## config.mk

```make
export PLATFORM = sky130hd
export DESIGN_NAME = multicycle_ctrl_v2
export DESIGN_NICKNAME = d
export VERILOG_FILES = /design/src/rtl/mc_ctrl_pkg.sv /design/src/rtl/mc_alu_decode.sv /design/src/rtl/multicycle_ctrl_v2.sv
export SDC_FILE = /design/constraint.sdc
export NUM_CORES = 1
export LEC_CHECK = 0
export ABC_AREA = 1
export CAP_MARGIN = 20
export CELL_PAD_IN_SITES_DETAIL_PLACEMENT = 0
export CELL_PAD_IN_SITES_GLOBAL_PLACEMENT = 1
export CORE_UTILIZATION = 29
export CTS_CLUSTER_SIZE = 40
export DETAILED_ROUTE_END_ITERATION = 6
export PLACE_DENSITY = 0.84
export SETUP_SLACK_MARGIN = 0.1
export SLEW_MARGIN = 10
export SYNTH_ARGS = -nofsm -noshare
export SYNTH_HDL_FRONTEND = slang
export SYNTH_SLANG_ARGS = --single-unit
export TNS_END_PERCENT = 5
```

## constraint.sdc

```tcl
create_clock -name clk -period 1.4 [get_ports clk]
set_input_delay 0.28 -clock clk [delete_from_list [all_inputs] [get_ports clk]]
set_output_delay 0.28 -clock clk [all_outputs]
set_load 0.05 [all_outputs]
```

## src/rtl/mc_ctrl_pkg.sv

```systemverilog
// Shared types and encodings for the multicycle controller: FSM states, instruction
// fields, ALU operation codes and datapath mux selects.
package mc_ctrl_pkg;

    typedef enum logic [3:0] {
        StRst,
        StFetch,
        StDecode,
        StExecR,
        StAluWait,
        StRWb,
        StExecI,
        StIWb,
        StMemAddr,
        StMemRd,
        StMemWb,
        StMemWr,
        StBranch,
        StJump,
        StTrap
    } state_e;

    localparam logic [5:0] OpcRType = 6'b000000;
    localparam logic [5:0] OpcLw    = 6'b100011;
    localparam logic [5:0] OpcSw    = 6'b101011;
    localparam logic [5:0] OpcBeq   = 6'b000100;
    localparam logic [5:0] OpcJ     = 6'b000010;
    localparam logic [5:0] OpcAddi  = 6'b001000;
    localparam logic [5:0] OpcAndi  = 6'b001100;
    localparam logic [5:0] OpcOri   = 6'b001101;
    localparam logic [5:0] OpcSlti  = 6'b001010;

    localparam logic [5:0] FnAdd = 6'b100000;
    localparam logic [5:0] FnSub = 6'b100010;
    localparam logic [5:0] FnAnd = 6'b100100;
    localparam logic [5:0] FnOr  = 6'b100101;
    localparam logic [5:0] FnSlt = 6'b101010;
    localparam logic [5:0] FnMul = 6'b011000;

    localparam logic [2:0] AluAdd = 3'd0;
    localparam logic [2:0] AluSub = 3'd1;
    localparam logic [2:0] AluAnd = 3'd2;
    localparam logic [2:0] AluOr  = 3'd3;
    localparam logic [2:0] AluSlt = 3'd4;
    localparam logic [2:0] AluMul = 3'd5;

    localparam logic [1:0] BSrcRegB   = 2'd0;
    localparam logic [1:0] BSrcFour   = 2'd1;
    localparam logic [1:0] BSrcImm    = 2'd2;
    localparam logic [1:0] BSrcImmSh2 = 2'd3;

    localparam logic [1:0] PcSrcAlu    = 2'd0;
    localparam logic [1:0] PcSrcAluOut = 2'd1;
    localparam logic [1:0] PcSrcJump   = 2'd2;

    function automatic logic [2:0] imm_alu_op(input logic [5:0] opc);
        logic [2:0] op;
        op = AluAdd;
        case (opc)
            OpcAndi: op = AluAnd;
            OpcOri:  op = AluOr;
            OpcSlti: op = AluSlt;
            default: op = AluAdd;
        endcase
        return op;
    endfunction

endpackage

```

## src/rtl/mc_alu_decode.sv

```systemverilog
// R-type funct decoder: ALU operation, legality and multicycle (needs ALU wait) flags.
module mc_alu_decode
    import mc_ctrl_pkg::*;
#(
    parameter int unsigned FUNCT_W = 6,
    parameter int unsigned ALUOP_W = 5
) (
    input  logic [FUNCT_W-1:0] funct,
    output logic [ALUOP_W-1:0] alu_op,
    output logic               legal,
    output logic               multicycle
);

    logic [5:0] fn;
    assign fn = 6'(funct);

    always_comb begin
        alu_op     = ALUOP_W'(AluAdd);
        legal      = 1'b1;
        multicycle = 1'b0;
        case (fn)
            FnAdd: alu_op = ALUOP_W'(AluAdd);
            FnSub: alu_op = ALUOP_W'(AluSub);
            FnAnd: alu_op = ALUOP_W'(AluAnd);
            FnOr:  alu_op = ALUOP_W'(AluOr);
            FnSlt: alu_op = ALUOP_W'(AluSlt);
            FnMul: begin
                alu_op     = ALUOP_W'(AluMul);
                multicycle = 1'b1;
            end
            default: legal = 1'b0;
        endcase
    end

endmodule

```

## src/rtl/multicycle_ctrl_v2.sv

```systemverilog
// Multicycle CPU control FSM with memory handshake, bounded ALU waits and jump path.
// Define MULTICYCLE_CTRL_TRAP_EN to build the sticky illegal-instruction TRAP state.
module multicycle_ctrl_v2
    import mc_ctrl_pkg::*;
#(
    parameter int unsigned OPC_W        = 6,
    parameter int unsigned FUNCT_W      = 6,
    parameter int unsigned ALUOP_W      = 5,
    parameter int unsigned ALU_WAIT_MAX = 255
) (
    input  logic               clk,
    input  logic               reset,
    input  logic               memready,
    input  logic               aludone,
    input  logic [OPC_W-1:0]   Opcode,
    input  logic [FUNCT_W-1:0] AluFunc,
    output logic               MemtoRegSel,
    output logic               MemWriteEn,
    output logic               BranchEn,
    output logic [ALUOP_W-1:0] AluOp,
    output logic               ALUASrcSel,
    output logic [1:0]         ALUBSrcSel,
    output logic               RegDstSel,
    output logic               RegWriteEn,
    output logic [1:0]         PCSrcSel,
    output logic               PCWrite,
    output logic               IorDSel,
    output logic               IRWriteEn,
    output logic               trap,
    output logic               busy
);

    // Counter holds completed ALU_WAIT cycles, so it only has to reach ALU_WAIT_MAX-1.
    localparam int unsigned CntW = (ALU_WAIT_MAX > 1) ? $clog2(ALU_WAIT_MAX) : 1;
    localparam logic [CntW-1:0] WaitLast = CntW'((ALU_WAIT_MAX == 0) ? 0 : ALU_WAIT_MAX - 1);

`ifdef MULTICYCLE_CTRL_TRAP_EN
    localparam state_e IllegalNext = StTrap;
`else
    localparam state_e IllegalNext = StFetch;
`endif

    state_e          state_q, state_d;
    logic [CntW-1:0] wait_cnt_q, wait_cnt_d;
    logic            wait_expired;

    logic [5:0]         opc;
    logic [ALUOP_W-1:0] fn_alu_op;
    logic               fn_legal;
    logic               fn_multicycle;

    assign opc = 6'(Opcode);

    mc_alu_decode #(
        .FUNCT_W (FUNCT_W),
        .ALUOP_W (ALUOP_W)
    ) u_alu_decode (
        .funct      (AluFunc),
        .alu_op     (fn_alu_op),
        .legal      (fn_legal),
        .multicycle (fn_multicycle)
    );

    assign wait_expired = (ALU_WAIT_MAX != 0) && (wait_cnt_q == WaitLast);
    assign wait_cnt_d   = (state_q == StAluWait) ? wait_cnt_q + CntW'(1) : '0;

    always_ff @(posedge clk) begin
        if (reset) begin
            state_q    <= StRst;
            wait_cnt_q <= '0;
        end else begin
            state_q    <= state_d;
            wait_cnt_q <= wait_cnt_d;
        end
    end

    always_comb begin
        state_d     = state_q;
        MemtoRegSel = 1'b0;
        MemWriteEn  = 1'b0;
        BranchEn    = 1'b0;
        AluOp       = ALUOP_W'(AluAdd);
        ALUASrcSel  = 1'b0;
        ALUBSrcSel  = BSrcRegB;
        RegDstSel   = 1'b0;
        RegWriteEn  = 1'b0;
        PCSrcSel    = PcSrcAlu;
        PCWrite     = 1'b0;
        IorDSel     = 1'b0;
        IRWriteEn   = 1'b0;
        trap        = 1'b0;
        busy        = 1'b1;

        case (state_q)
            // RST drives every output low, busy included.
            StRst: begin
                busy    = 1'b0;
                state_d = StFetch;
            end
            StFetch: begin
                busy       = 1'b0;
                ALUBSrcSel = BSrcFour;
                IRWriteEn  = memready;
                PCWrite    = memready;
                if (memready) state_d = StDecode;
            end
            StDecode: begin
                ALUBSrcSel = BSrcImmSh2;
                case (opc)
                    OpcRType:                          state_d = fn_legal ? StExecR : IllegalNext;
                    OpcLw, OpcSw:                      state_d = StMemAddr;
                    OpcBeq:                            state_d = StBranch;
                    OpcJ:                              state_d = StJump;
                    OpcAddi, OpcAndi, OpcOri, OpcSlti: state_d = StExecI;
                    default:                           state_d = IllegalNext;
                endcase
            end
            StExecR: begin
                ALUASrcSel = 1'b1;
                AluOp      = fn_alu_op;
                state_d    = fn_multicycle ? StAluWait : StRWb;
            end
            StAluWait: begin
                ALUASrcSel = 1'b1;
                AluOp      = fn_alu_op;
                if (aludone || wait_expired) state_d = StRWb;
            end
            StRWb: begin
                RegDstSel  = 1'b1;
                RegWriteEn = 1'b1;
                state_d    = StFetch;
            end
            StExecI: begin
                ALUASrcSel = 1'b1;
                ALUBSrcSel = BSrcImm;
                AluOp      = ALUOP_W'(imm_alu_op(opc));
                state_d    = StIWb;
            end
            StIWb: begin
                RegWriteEn = 1'b1;
                state_d    = StFetch;
            end
            StMemAddr: begin
                ALUASrcSel = 1'b1;
                ALUBSrcSel = BSrcImm;
                state_d    = (opc == OpcSw) ? StMemWr : StMemRd;
            end
            StMemRd: begin
                IorDSel = 1'b1;
                if (memready) state_d = StMemWb;
            end
            StMemWb: begin
                MemtoRegSel = 1'b1;
                RegWriteEn  = 1'b1;
                state_d     = StFetch;
            end
            StMemWr: begin
                IorDSel    = 1'b1;
                MemWriteEn = 1'b1;
                if (memready) state_d = StFetch;
            end
            StBranch: begin
                ALUASrcSel = 1'b1;
                AluOp      = ALUOP_W'(AluSub);
                BranchEn   = 1'b1;
                PCSrcSel   = PcSrcAluOut;
                state_d    = StFetch;
            end
            StJump: begin
                PCWrite  = 1'b1;
                PCSrcSel = PcSrcJump;
                state_d  = StFetch;
            end
`ifdef MULTICYCLE_CTRL_TRAP_EN
            StTrap: begin
                trap = 1'b1;
            end
`endif
            default: state_d = StFetch;
        endcase
    end

endmodule
```

==> impl_metrics.yaml, run 1 <==
layout:
  multi_input_area_um2: 896
  final_nets: 266
  drive_above_1_share_pct: 49.6
  instances_no_fill: 290
  diodes: 0
  design_area_um2: 2130
  fin_util_pct: 67.6
  area_growth_pct: 113
  seqCellArea_um2: 255
  final.fill_count: 281
clocking:
  cts_made_buffers: 3
  clk_latency_ns: 0.28
  htree_levels: 1
  root_buffer: "clkbuf_4"
  cts_tree: "yes"
  cts.sinks: 12
  clk_pin_slew_ns: 0.07
  hold_buffers: 0
  clockBufferDepth: 2
worst_hold_path:
  hold_class: "flip-flop to flip-flop"
drt:
  wl_per_cell_um: 11.1
  highest_layer: "met4"
  wl_met2_um: 1790
  wl_met3_um: 91
  wl_met1_um: 1300
  drt-pass1-iter-count: 4
  drc_errors: 0
  drtIter0Drc: 46
  viasPerCell: 4.68
  drt_wl_total_um: 3220
  vias: 1356
  ant_nets: 0
timing:
  rsz0062_at_grt: "true"
  whs_ns: 0.465
  finClkSkew_ns: 0.00137
  slew_violations: 0
  final-hold-violation-count: 0
  tns_ns: -3.72
  fin_crit_ns: 1.73
  fin_crit_sh_pct: 124
  fin_ws_ns: -0.334
  timing.fmax_ghz: 0.577
  setup_viol: 21
setup_path:
  crit_chain: "nor2_4 -> inv_2 -> nor2_4 -> nor2_4 -> a31oi_1 -> a211o_2 -> buf_12"
  start_kind: "flip-flop"
  critical_path_class: "flip-flop to output port"
  endpoint_kind: "output port"
  cpMostUsedCell: "nor2_4"
  cpPeakStageDelay_ns: 0.38
  cp_max_fo: 5
  arrival_ns: 1.45
  cp.required_ns: 1.12
  slowest_stage: "dfxtp_4"
grt:
  antenna_found_initial: 0
  grt_pass1_vias: 1286
  grt_max_degree: 7
  grt_util_all_layers_pct: 18.8
  grt-ovfl-total: 0
  grt_pass1_wl_um: 5230
floorplan:
  die_h_um: 60.7
  die-area_um2: 3690
  rows: 20
  num_io_pins: 36
  die_w_um: 60.7
  start_util_pct: 31.7
  core_area_um2: 3150
yosys:
  synth_cell_types: 27
  ys_seq_elements: 12
  synthArstFlopShare_pct: 0
  ys.flop_type: "dfxtp_1"
  syn-mean-instance-area_um2: 5.65
  synth_top_area_share_pct: 24.0
  synth.top_cells.by_area: "dfxtp_1, nor2_1, inv_1, nand2_1, nand3_1"
  yosys_warnings: 0
  seq_area_frac_synth_pct: 24.0
  syn_inst: 177
  syn_area_um2: 1000
  synth-edff-count: 0
  synth_area_leader_cell: "dfxtp_1"
status:
  outcome: "finished, violations left"
  violations: "negative setup slack"
power:
  totalPowerFinal_mw: 1.53
  p_per_area_nw_per_um2: 719
  max-vdd-ir-drop_mv: 0.421
  p_leak_nw: 0.904
place:
  place_congestion: 0.832
  portBuffers: 32
  dpl_worst_slack_ns: -0.520
  place_area_um2: 1920
  dp_cells: 284
  place_hpwl_um: 2620
flow_run:
  cap_violations: 0
[critical path: cells and delay by family (launching register included)]
family,cells,cell delay (ns)
flops,1,0.38
simple gates,3,0.32
compound gates,2,0.28
buf+inv,2,0.19
[path summary, 6_finish.rpt]
kind,start,endpoint,slack [ns],cells after the start
setup / recovery,state_q[2],AluOp[0],-0.33,7
setup reg to reg,state_q[1],state_q[3],-0.15,13
hold / removal,wait_cnt_q[0],wait_cnt_q[0],0.46,1
hold reg to reg,wait_cnt_q[0],wait_cnt_q[0],0.46,1
[routing by layer]
metal,up-vias,global-route usage [%]
li1,704,-
met1,615,20.1
met2,32,38.0
met3,5,1.28
met4,0,6.82
met5,-,0
[final cells by class]
class | count | area share, %
timing repair buffer | 67 | 35.9
sequential | 12 | 12.0
clock buffer | 3 | 1.06
inverter | 35 | 6.40
multi-input combinational | 129 | 42.0
tap | 44 | 2.58
[report_power, final]
part / leakage, nW / total, mW / switching (mW) / internal [mW]
sequential: 0.0999 / 0.396 / 0.0343 / 0.362
combinational: 0.791 / 0.923 / 0.511 / 0.412
clock: 0.0138 / 0.214 / 0.114 / 0.0999
total: 0.904 / 1.53 / 0.659 / 0.874
[synth_stat cells (2+ instances only)]
| cell type | number |
|---|---|
| o22ai_1 | 3 |
| nor3_1 | 6 |
| nand4_1 | 3 |
| a21oi_1 | 7 |
| nand3_1 | 12 |
| buf_4 | 3 |
| inv_2 | 3 |
| inv_1 | 32 |
| dfxtp_1 | 12 |
| nor2_1 | 42 |
| ha_1 | 2 |
| nand2_1 | 28 |
| nor2_2 | 2 |
| o21ai_0 | 9 |
[placed cells by master, fill, tap and decap left out, types with 5 or more instances in the layout]
cell	count
nor2_2	5
nand3_1	7
a21oi_1	5
buf_6	5
buf_4	30
inv_1	20
dfxtp_1	8
nand2_1	22
inv_2	13
dlygate4sd2_1	9
nor2_4	19
o21ai_0	6
nor2_1	21
buf_12	17
[cells by family after synthesis]
group | after synthesis | share of synthesized area [%]
other | 1 | 0.375
AO/OA/AOI/OAI | 27 | 16.0
buffers and inverters | 38 | 15.4
adder cells (fa/ha/maj) | 2 | 2.50
AND/OR/NAND/NOR | 96 | 40.8
flip-flops | 12 | 24.0
XOR/XNOR | 1 | 0.876
[flip-flops by register name (all words and copies together) (netlist names)]
name	count
wait_cnt_q	8
state_q	4
[timing repair]
item | CTS | global route
pin swaps | 14 | 10
setup buffers | 2 | 1
resized for setup | 36 | 24
setup endpoints to repair | 29 | 29
endpoints found under the hold margin | 0 | 0
No activity file was read; power rests on OpenSTA's default activity.
==> run 2: changes to the inputs <==
--- a/config.mk
+++ b/config.mk
@@ -14,7 +14,6 @@
 export DETAILED_ROUTE_END_ITERATION = 6
 export PLACE_DENSITY = 0.84
 export SETUP_SLACK_MARGIN = 0.1
-export SLEW_MARGIN = 10
 export SYNTH_ARGS = -nofsm -noshare
 export SYNTH_HDL_FRONTEND = slang
 export SYNTH_SLANG_ARGS = --single-unit
==> results of run 2 <==
The final DEF is identical to that of run 1; final timing and power are the same.
==> run 3: changes to the inputs <==
--- a/config.mk
+++ b/config.mk
@@ -9,7 +9,9 @@
 export CAP_MARGIN = 20
 export CELL_PAD_IN_SITES_DETAIL_PLACEMENT = 0
 export CELL_PAD_IN_SITES_GLOBAL_PLACEMENT = 1
+export CORE_MARGIN = 5
 export CORE_UTILIZATION = 29
+export CTS_CLUSTER_DIAMETER = 150
 export CTS_CLUSTER_SIZE = 40
 export DETAILED_ROUTE_END_ITERATION = 6
 export PLACE_DENSITY = 0.84
==> run 3 against run 2 <==
Design area rose by 3.5%. Count of clock-buffer cells in the layout rose by 1. Register-to-register slack got worse by 0.21 ns. Total power rose by 6.9%. Core utilization fell by 1.5 points. Via count rose by 2.5%. Non-clock buffer count rose by 11. Highest routed layer unchanged. First-iteration DRC count rose by 70%. Global-route usage fell by 4.3 points. Critical path type is now flip-flop to flip-flop. The flow still finishes with violations (negative setup slack). Largest cell class unchanged. Critical path depth rose by 7. Sequential cell count did not move.
==> impl_metrics.yaml, run 3 (same netlist as run 1, synthesis figures left out) <==
setup_path:
  critical_path_class: "flip-flop to flip-flop"
  cp.required_ns: 1.56
  endpoint_kind: "flip-flop"
  start_kind: "flip-flop"
  arrival_ns: 1.91
  cp_max_fo: 4
place:
  place_hpwl_um: 2610
  place_congestion: 0.870
  place_area_um2: 1940
  portBuffers: 32
  dpl_worst_slack_ns: -0.525
grt:
  grt_pass1_wl_um: 5330
  grt_util_all_layers_pct: 14.5
  grt_pass1_vias: 1352
  antenna_found_initial: 0
  grt_max_degree: 8
  grt-ovfl-total: 0
timing:
  tns_ns: -4.29
  rsz0062_at_grt: "true"
  setup_viol: 21
  fin_crit_ns: 1.76
  final-hold-violation-count: 0
  timing.fmax_ghz: 0.569
  finClkSkew_ns: 0.00783
  whs_ns: 0.449
  slew_violations: 0
  fin_crit_sh_pct: 125
  fin_ws_ns: -0.357
layout:
  final.fill_count: 293
  final_cell_mix: "buf_4, inv_1, nor2_1, nand2_1, buf_12"
  biggestRegsByFlops: "wait_cnt_q (8), state_q (4)"
  drive_above_1_share_pct: 50.8
  largest_reg_flops: 8
  area_growth_pct: 121
  design_area_um2: 2200
  multi_input_area_um2: 875
  final_nets: 277
  regMostFlops: "wait_cnt_q"
  seqCellArea_um2: 255
  mostFrequentLayoutCell: "buf_4"
  diodes: 0
clocking:
  root_buffer: "clkbuf_4"
  clk_pin_slew_ns: 0.08
  clk_latency_ns: 0.27
  clockBufferDepth: 2
  cts_tree: "yes"
  cts_made_buffers: 3
  htree_levels: 1
  cts.sinks: 12
  hold_buffers: 0
drt:
  drt-pass1-iter-count: 4
  drc_errors: 0
  ant_nets: 0
  viasPerCell: 4.57
  wl_per_cell_um: 11.2
  vias: 1390
  drt_wl_total_um: 3410
  drtIter0Drc: 78
floorplan:
  die_w_um: 68.7
  start_util_pct: 30.0
  core_area_um2: 3340
  rows: 21
  die_h_um: 68.7
  num_io_pins: 36
  die-area_um2: 4720
status:
  outcome: "finished, violations left"
  violations: "negative setup slack"
power:
  p_leak_nw: 0.941
  max-vdd-ir-drop_mv: 0.548
  p_per_area_nw_per_um2: 743
flow_run:
  cap_violations: 0
worst_hold_path:
  hold_class: "flip-flop to flip-flop"
-- run 3: power by group --
part           internal, mW  switching, mW  leakage (nW)
Sequential            0.362         0.0299        0.0999
Clock                 0.110          0.112        0.0150
Combinational         0.475          0.548         0.826
Total                 0.947          0.691         0.941
-- run 3: timing repair --
item                       in CTS  in global routing
buffers inserted               10                  2
setup endpoints to repair      29                 29
resized for setup              35                 19
pin swaps                      15                 12
cloned                          0                  0
-- run 3: final timing paths --
| kind | start | to | slack [ns] | depth (start not counted) |
|---|---|---|---|---|
| worst min-delay path | wait_cnt_q[0] | wait_cnt_q[0] | 0.45 | 1 |
| worst max register to register | state_q[1] | state_q[2] | -0.36 | 14 |
| worst min register to register | wait_cnt_q[0] | wait_cnt_q[0] | 0.45 | 1 |
| worst max-delay path | state_q[1] | state_q[2] | -0.36 | 14 |
-- run 3: through the flow --
step / power (mW) / utilization [%] / instances
final: 1.64 / 66.1 / 304
after global routing: 1.72 / 66.1 / 304
after CTS: 1.59 / 63.6 / 302
after detailed placement: 1.27 / 58.2 / 288
after global placement: 1.26 / 58.2 / 288
after floorplan: 0.857 / - / 179
-- run 3: per-layer routing --
| layer | up-vias | track usage, % | part of all wire (%) |
|---|---|---|---|
| met1 | 628 | 14.9 | 41 |
| met2 | 30 | 29.9 | 54 |
| li1 | 726 | - | - |
| met4 | 0 | 3.89 | 1.2 |
| met5 | - | 0 | 0 |
| met3 | 6 | 1.94 | 4.3 |
-- run 3: layout make-up --
cell class,count,area share [%]
sequential,12,11.6
tap,46,2.61
multi-input combinational,129,39.7
inverter,35,6.30
clock buffer,4,1.19
timing repair buffer,78,38.6
-- run 3: worst max-delay path, stage by stage (launching register included) --
cell	delay (ns)
dfxtp_4	0.37
inv_2	0.06
nor2_2	0.04
inv_2	0.07
nor2_4	0.05
nor2_2	0.13
nand2_2	0.08
buf_4	0.13
buf_4	0.12
buf_4	0.12
buf_4	0.12
buf_4	0.12
buf_4	0.12
inv_1	0.05
a21oi_1	0.05
